$ cat config.mk
export PLATFORM = sky130hd
export DESIGN_NAME = cmp_pipe
export DESIGN_NICKNAME = d
export VERILOG_FILES = /design/src/rtl/cmp_pipe.sv
export SDC_FILE = /design/constraint.sdc
export NUM_CORES = 1
export LEC_CHECK = 0
export CORE_MARGIN = 2
export CORE_UTILIZATION = 25
export DETAILED_ROUTE_END_ITERATION = 12
export PLACE_DENSITY = 0.55
export SLEW_MARGIN = 20
export SYNTH_ARGS = -nofsm -noshare
export SYNTH_HDL_FRONTEND = slang
export SYNTH_SLANG_ARGS = --single-unit
$ cat constraint.sdc
create_clock -name clk -period 6.4 [get_ports clk]
set_input_delay 1.92 -clock clk [delete_from_list [all_inputs] [get_ports clk]]
set_output_delay 1.92 -clock clk [all_outputs]
set_load 0.1 [all_outputs]
$ cat src/rtl/cmp_pipe.sv
// Two-stage pipelined comparator with valid/ready handshakes on both sides.
// S1 registers half-width compares; S2 merges them and selects the result by op code.
module cmp_pipe #(
  parameter int WIDTH = 32,
  parameter int TAG_W = 5
) (
  input  logic             clk,
  input  logic             rst_n,
  input  logic             in_valid,
  output logic             in_ready,
  input  logic [WIDTH-1:0] a,
  input  logic [WIDTH-1:0] b,
  input  logic [2:0]       ctrl,
  input  logic [TAG_W-1:0] in_tag,
  input  logic             flush,
  output logic             out_valid,
  input  logic             out_ready,
  output logic             c,
  output logic             err,
  output logic [TAG_W-1:0] out_tag
);

  localparam int HALF = WIDTH / 2;

  localparam logic [2:0] OP_EQ  = 3'b001;
  localparam logic [2:0] OP_NE  = 3'b010;
  localparam logic [2:0] OP_LT  = 3'b011;
  localparam logic [2:0] OP_LTU = 3'b100;
  localparam logic [2:0] OP_GE  = 3'b101;
  localparam logic [2:0] OP_GEU = 3'b110;

  // Returns {err, c} for an op code given the merged compare flags.
  function automatic logic [1:0] select_result(input logic [2:0] op, input logic eq,
                                               input logic ltu, input logic lt);
    logic [1:0] res;
    case (op)
      OP_EQ:   res = {1'b0, eq};
      OP_NE:   res = {1'b0, ~eq};
      OP_LT:   res = {1'b0, lt};
      OP_LTU:  res = {1'b0, ltu};
      OP_GE:   res = {1'b0, ~lt};
      OP_GEU:  res = {1'b0, ~ltu};
      default: res = 2'b10;
    endcase
    return res;
  endfunction

  logic             s1_valid_q, s1_valid_d;
  logic             s1_hi_eq_q, s1_hi_eq_d;
  logic             s1_hi_ltu_q, s1_hi_ltu_d;
  logic             s1_lo_eq_q, s1_lo_eq_d;
  logic             s1_lo_ltu_q, s1_lo_ltu_d;
  logic             s1_a_msb_q, s1_a_msb_d;
  logic             s1_b_msb_q, s1_b_msb_d;
  logic [2:0]       s1_ctrl_q, s1_ctrl_d;
  logic [TAG_W-1:0] s1_tag_q, s1_tag_d;

  logic             s2_valid_q, s2_valid_d;
  logic             s2_c_q, s2_c_d;
  logic             s2_err_q, s2_err_d;
  logic [TAG_W-1:0] s2_tag_q, s2_tag_d;

  logic       s2_adv_s;
  logic       accept_s;
  logic       eq_s, ltu_s, lt_s;
  logic [1:0] res_s;

  // Handshake, stage advance and next-state computation for both stages.
  always_comb begin
    s2_adv_s = ~s2_valid_q | out_ready;
    in_ready = rst_n & ~flush & (~s1_valid_q | s2_adv_s);
    accept_s = in_valid & in_ready;

    eq_s  = s1_hi_eq_q & s1_lo_eq_q;
    ltu_s = s1_hi_ltu_q | (s1_hi_eq_q & s1_lo_ltu_q);
    lt_s  = (s1_a_msb_q & ~s1_b_msb_q) | (~(s1_a_msb_q ^ s1_b_msb_q) & ltu_s);
    res_s = select_result(s1_ctrl_q, eq_s, ltu_s, lt_s);

    s1_valid_d  = s1_valid_q;
    s1_hi_eq_d  = s1_hi_eq_q;
    s1_hi_ltu_d = s1_hi_ltu_q;
    s1_lo_eq_d  = s1_lo_eq_q;
    s1_lo_ltu_d = s1_lo_ltu_q;
    s1_a_msb_d  = s1_a_msb_q;
    s1_b_msb_d  = s1_b_msb_q;
    s1_ctrl_d   = s1_ctrl_q;
    s1_tag_d    = s1_tag_q;
    s2_valid_d  = s2_valid_q;
    s2_c_d      = s2_c_q;
    s2_err_d    = s2_err_q;
    s2_tag_d    = s2_tag_q;

    if (flush) begin
      s1_valid_d = 1'b0;
      s2_valid_d = 1'b0;
    end else begin
      if (~s1_valid_q | s2_adv_s) begin
        s1_valid_d = accept_s;
      end else begin
        s1_valid_d = s1_valid_q;
      end
      if (s2_adv_s) begin
        s2_valid_d = s1_valid_q;
      end else begin
        s2_valid_d = s2_valid_q;
      end
    end

    if (accept_s) begin
      s1_hi_eq_d  = (a[WIDTH-1:HALF] == b[WIDTH-1:HALF]);
      s1_hi_ltu_d = (a[WIDTH-1:HALF] <  b[WIDTH-1:HALF]);
      s1_lo_eq_d  = (a[HALF-1:0] == b[HALF-1:0]);
      s1_lo_ltu_d = (a[HALF-1:0] <  b[HALF-1:0]);
      s1_a_msb_d  = a[WIDTH-1];
      s1_b_msb_d  = b[WIDTH-1];
      s1_ctrl_d   = ctrl;
      s1_tag_d    = in_tag;
    end else begin
      s1_ctrl_d   = s1_ctrl_q;
    end

    // Output data only changes when a new result moves in, so a stalled result holds.
    if (s2_adv_s & s1_valid_q & ~flush) begin
      s2_c_d   = res_s[0];
      s2_err_d = res_s[1];
      s2_tag_d = s1_tag_q;
    end else begin
      s2_tag_d = s2_tag_q;
    end
  end

  // Pipeline registers with synchronous active-low reset.
  always_ff @(posedge clk) begin
    if (!rst_n) begin
      s1_valid_q  <= 1'b0;
      s1_hi_eq_q  <= 1'b0;
      s1_hi_ltu_q <= 1'b0;
      s1_lo_eq_q  <= 1'b0;
      s1_lo_ltu_q <= 1'b0;
      s1_a_msb_q  <= 1'b0;
      s1_b_msb_q  <= 1'b0;
      s1_ctrl_q   <= 3'b000;
      s1_tag_q    <= '0;
      s2_valid_q  <= 1'b0;
      s2_c_q      <= 1'b0;
      s2_err_q    <= 1'b0;
      s2_tag_q    <= '0;
    end else begin
      s1_valid_q  <= s1_valid_d;
      s1_hi_eq_q  <= s1_hi_eq_d;
      s1_hi_ltu_q <= s1_hi_ltu_d;
      s1_lo_eq_q  <= s1_lo_eq_d;
      s1_lo_ltu_q <= s1_lo_ltu_d;
      s1_a_msb_q  <= s1_a_msb_d;
      s1_b_msb_q  <= s1_b_msb_d;
      s1_ctrl_q   <= s1_ctrl_d;
      s1_tag_q    <= s1_tag_d;
      s2_valid_q  <= s2_valid_d;
      s2_c_q      <= s2_c_d;
      s2_err_q    <= s2_err_d;
      s2_tag_q    <= s2_tag_d;
    end
  end

  assign out_valid = s2_valid_q;
  assign c         = s2_c_q;
  assign err       = s2_err_q;
  assign out_tag   = s2_tag_q;

endmodule

=== After elaboration in Yosys (flattened, before gate mapping) ===
Cells that the tools add are included.

* Register bits: 23
* Output and inout port bits: 9
* Word-level logic and storage cells: 48

* Order comparisons: 2
* Eq/ne operators: 8
* Mux-type cells: 1
* Bitwise gates (word level): 23
* Reductions and logical operators: 1

{| class="wikitable"
|+ Operator list
! cell !! number
|-
| $eq A16 B16 Y1 || 2
|-
| $lt A16 B16 Y1 || 2
|-
| $pmux W2 S6 || 1
|-
| $and A1 B1 Y1 || 9
|-
| $eq A3 B3 Y1 const B || 3
|-
| $not A1 Y1 || 9
|-
| $eq A3 B2 Y1 const B || 2
|-
| $or A1 B1 Y1 || 4
|-
| $eq A3 B1 Y1 const B || 1
|-
| $reduce_or A2 Y1 || 1
|-
| $xor A1 B1 Y1 || 1
|}

=== Longest topological paths before layout ===
* Depth in word-level cells: 6
* Mapped depth: 7

=== Least setup slack after synthesis ===
OpenSTA, ideal clock, no wires.

* Path kind: input port to output port
* From: input flush
* To: output in_ready
* Arrival time: 3.604 ns
* Setup slack: 0.876 ns
* Stages on the path: 2
* Path buffers: 0
* Cells stage by stage: nand2b_1 > a21oi_1

* Cells in the longest elaborated chain, start to end: 3

{| class="wikitable"
|+ RTL lines
! what !! line !! text
|-
| start, declared || 15 || <nowiki>input logic flush,</nowiki>
|-
| $not A1 Y1 || 71 || <nowiki>in_ready = rst_n & ~flush & (~s1_valid_q | s2_adv_s);</nowiki>
|-
| $and A1 B1 Y1 (2 in series) || 71 ||
|-
| end, declared || 10 || <nowiki>output logic in_ready,</nowiki>
|}

No other way between the ends.

=== Worst setup path in the final report ===
* From: input rst_n
* To: output in_ready

* Cells in the longest elaborated chain, start to end: 2

{| class="wikitable"
|+ RTL lines
! what !! line !! text
|-
| start, declared || 8 || <nowiki>input logic rst_n,</nowiki>
|-
| $and A1 B1 Y1 (2 in series) || 71 ||
|}

No other way between the ends.

==> summary.txt <==
Hold path
  • Worst hold path type: register to register
  • Hold Path Origin: s1_b_msb_q
  • Hold Path End: s1_b_msb_q
  • Hold path depth: 2

Setup path
  • Crit path arrival time: ~3.3 ns
  • Most frequent CP cell: buf_4
  • Critical path class: primary input to output pin
  • Slowest cell on crit path: clkdlybuf4s50_1
  • Reg2reg setup slack: 4.66 ns
  • Worst R2R Path Depth: 5
  • Worst-path fanout max: 22
  • CP required: between 4 and 5 ns
  • Critical R2R Launch: out_valid
  • CP cell instances: clkdlybuf4s50_1, buf_4, nand2b_1, a21oi_1, buf_4
  • Worst Setup End Kind: output pin
  • Critical Path Start: rst_n
  • CP Launch Type: primary input
  • R2R Path End: s1_hi_eq_q
  • Worst path max stage delay: roughly 0.45 ns

Timing
  • Final WS setup: around 1.2 ns
  • Clk_skew: about 0.0013 ns
  • Setup TNS: 0 ns
  • Slew Limit Fails: 0
  • Slew headroom: roughly 34%
  • Hold Vio Cnt, Final: 0
  • Tmin final: between 5 and 6 ns
  • Final period util: about four fifths
  • Final setup vio count: 0
  • FMAX: around 190 MHz
  • Final hold slack: 0.464 ns
  • RSZ-0062 raised after global routing: false
  • Worst slew pin tran: about 1 ns

Global routing
  • Busiest layer in global routing: met2
  • Vias in the first global route: ~1600
  • Met1 Use GR: around an eighth
  • Met2 global-route usage: ~18%
  • First-pass GRT wire length: 6660 um
  • Total GRT Usage: a little over a tenth
  • Initial antenna violation count: 0
  • Pin count of the biggest net entering global routing: 23
  • GRT Residual Overflow: 0
  • M3 GR Usage: under 10%

Job
  • Max-cap violations: 0

Clocking
  • CTS max path bufs: 2
  • CTS HTree Levels: 1
  • Clock tree sinks: 23
  • Post-CTS Hold Buffers: 0
  • Post-CTS setup buffers: 0
  • Worst-Skew Late Latency: between 0.2 and 0.3 ns
  • Root cell of the clock tree: clkbuf_8
  • Post-CTS sizing: 0
  • Inserted Clock Buffers: 3
  • CTS tree: built
  • Clk slew on worst S/H paths: 0.08 ns

Logic synthesis
  • YS warnings: 0
  • Post-synth ARST share: 0%
  • Flops & latches, synth: 23
  • Syn avg cell area: 7.92 um2
  • EDFF count, synth: 0
  • Post-Synthesis Cells: about 220
  • Synth Net Count: 327
  • Synth Cell Area: approximately 1700 um2
  • Main synth FF type: dfxtp_1
  • Post-synthesis sequential area ratio: 26.8%
  • Unique masters post-synth: 30

Finish
  • Final cell count without fillers: 382
  • Final nets: 413
  • Area Growth Syn to Fin: 57.0%
  • Layout cells sized above 1: under 10%
  • Commonest cells after routing, fill and taps aside: 84 x clkdlybuf4s50_1, 35 x inv_1, 33 x nand2_1, 33 x ha_1, 23 x dfxtp_1
  • Commonest non-fill, non-tap cell in the layout: clkdlybuf4s50_1
  • Ant. Diodes: 0

Die
  • Die Span Y: 86.9 um
  • Die ar.: about 7600 um2
  • Rows: 30
  • Core Footprint: 6720 um2
  • I/O pin count: 86
  • Initial core utilization: roughly a quarter
  • Die width: just under 90 um

Drt
  • Routed via count: around 1700
  • Wire per inst: about 11 um
  • Drt first-iter violations: 20
  • DR pass1 iterations: 4
  • DRC violations left: 0
  • Avg Vias per Cell: 4.42
  • Routed Antenna Nets: 0
  • DRT Wirelength: roughly 4100 um

Run status
  • Status: completed

Placement
  • RD Place Congestion: 0.727
  • Placed Cells: about 380
  • PortBufs: 85
  • Setup Slack @ Placement: about 1.2 ns
  • DPL Wire Length: 3440 um

Power and ir drop
  • Pleak: roughly 1.2 nW
  • Power per cell area: 129 nW/um2
  • Worst vdd ir: around 0.000053 V
-- through the flow --
step / cell area, um2 / total power [mW] / utilization (%)
floorplan: 1720 / 0.202 / -
global placement: 2650 / 0.261 / 39.5
detailed placement: 2650 / 0.262 / 39.5
CTS: 2700 / 0.353 / 40.2
global route: 2700 / 0.371 / 40.2
finish: 2700 / 0.347 / 40.2
-- worst max-delay path, delay by kind of cell --
| kind | cells | cell delay [ns] |
|---|---|---|
| buf+inv | 3 | 1.01 |
| compound gates | 1 | 0.21 |
| simple gates | 1 | 0.12 |
-- area by class of cell --
type                       count  area [um2]
multi-input combinational    154        1100
clock inverter                 1        5.00
sequential                    23         460
inverter                      35         131
clock buffer                   3        41.3
fill                         708        4020
timing repair buffer          86         856
tap                           80         100
-- state kept, by name (all words and copies together), names as in the netlist --
| register | flops |
|---|---|
| err | 1 |
| s1_tag_q | 5 |
| s1_valid_q | 1 |
| c | 1 |
| s1_b_msb_q | 1 |
| out_valid | 1 |
| s1_ctrl_q | 3 |
| s1_lo_eq_q | 1 |
| s1_hi_eq_q | 1 |
| s1_hi_ltu_q | 1 |
| s1_a_msb_q | 1 |
| s1_lo_ltu_q | 1 |
| out_tag | 5 |
-- where the power goes --
group          switching, mW  internal, mW
clock                 0.0462        0.0434
combinational         0.0422        0.0660
sequential           0.00261         0.147
-- worst max path at each step --
stage                     to  slack, ns  cells after the start
global route        in_ready       1.07                      5
CTS                 in_ready       1.19                      5
finish              in_ready       1.21                      5
detailed placement  in_ready       1.21                      5
floorplan           in_ready       0.88                      2
global placement    in_ready       1.20                      5
-- logic make-up (layout without fill, tap and decap cells) --
kind of cell | after synthesis | count (layout) | synth area share [%]
AOI/OAI and AO/OA | 48 | 48 | 18.0
adders and majority gates | 33 | 33 | 24.0
buffers and inverters | 40 | 125 | 8.95
DFF | 23 | 23 | 26.8
muxes | 6 | 6 | 3.49
and+or+nand+nor | 67 | 67 | 18.8
-- layer usage --
metal  part of all wire (%)  vias up
met2                     44       51
met5                      0        -
li1                       -      910
met3                    8.4        2
met1                     47      724
met4                   0.37        0
-- Yosys cell counts (3+ instances only) --
master,n,area (um2)
nor2_1,8,30.0
inv_1,35,131
dfxtp_1,23,460
o21ai_0,7,35.0
nand4_1,3,18.8
a21boi_0,12,90.1
a21oi_1,17,85.1
nor2b_1,8,50.1
mux2i_1,6,60.1
nand3_1,6,30.0
ha_1,33,413
nand2_1,33,124
buf_2,3,15.0
Power figures use the tool's default switching activity.
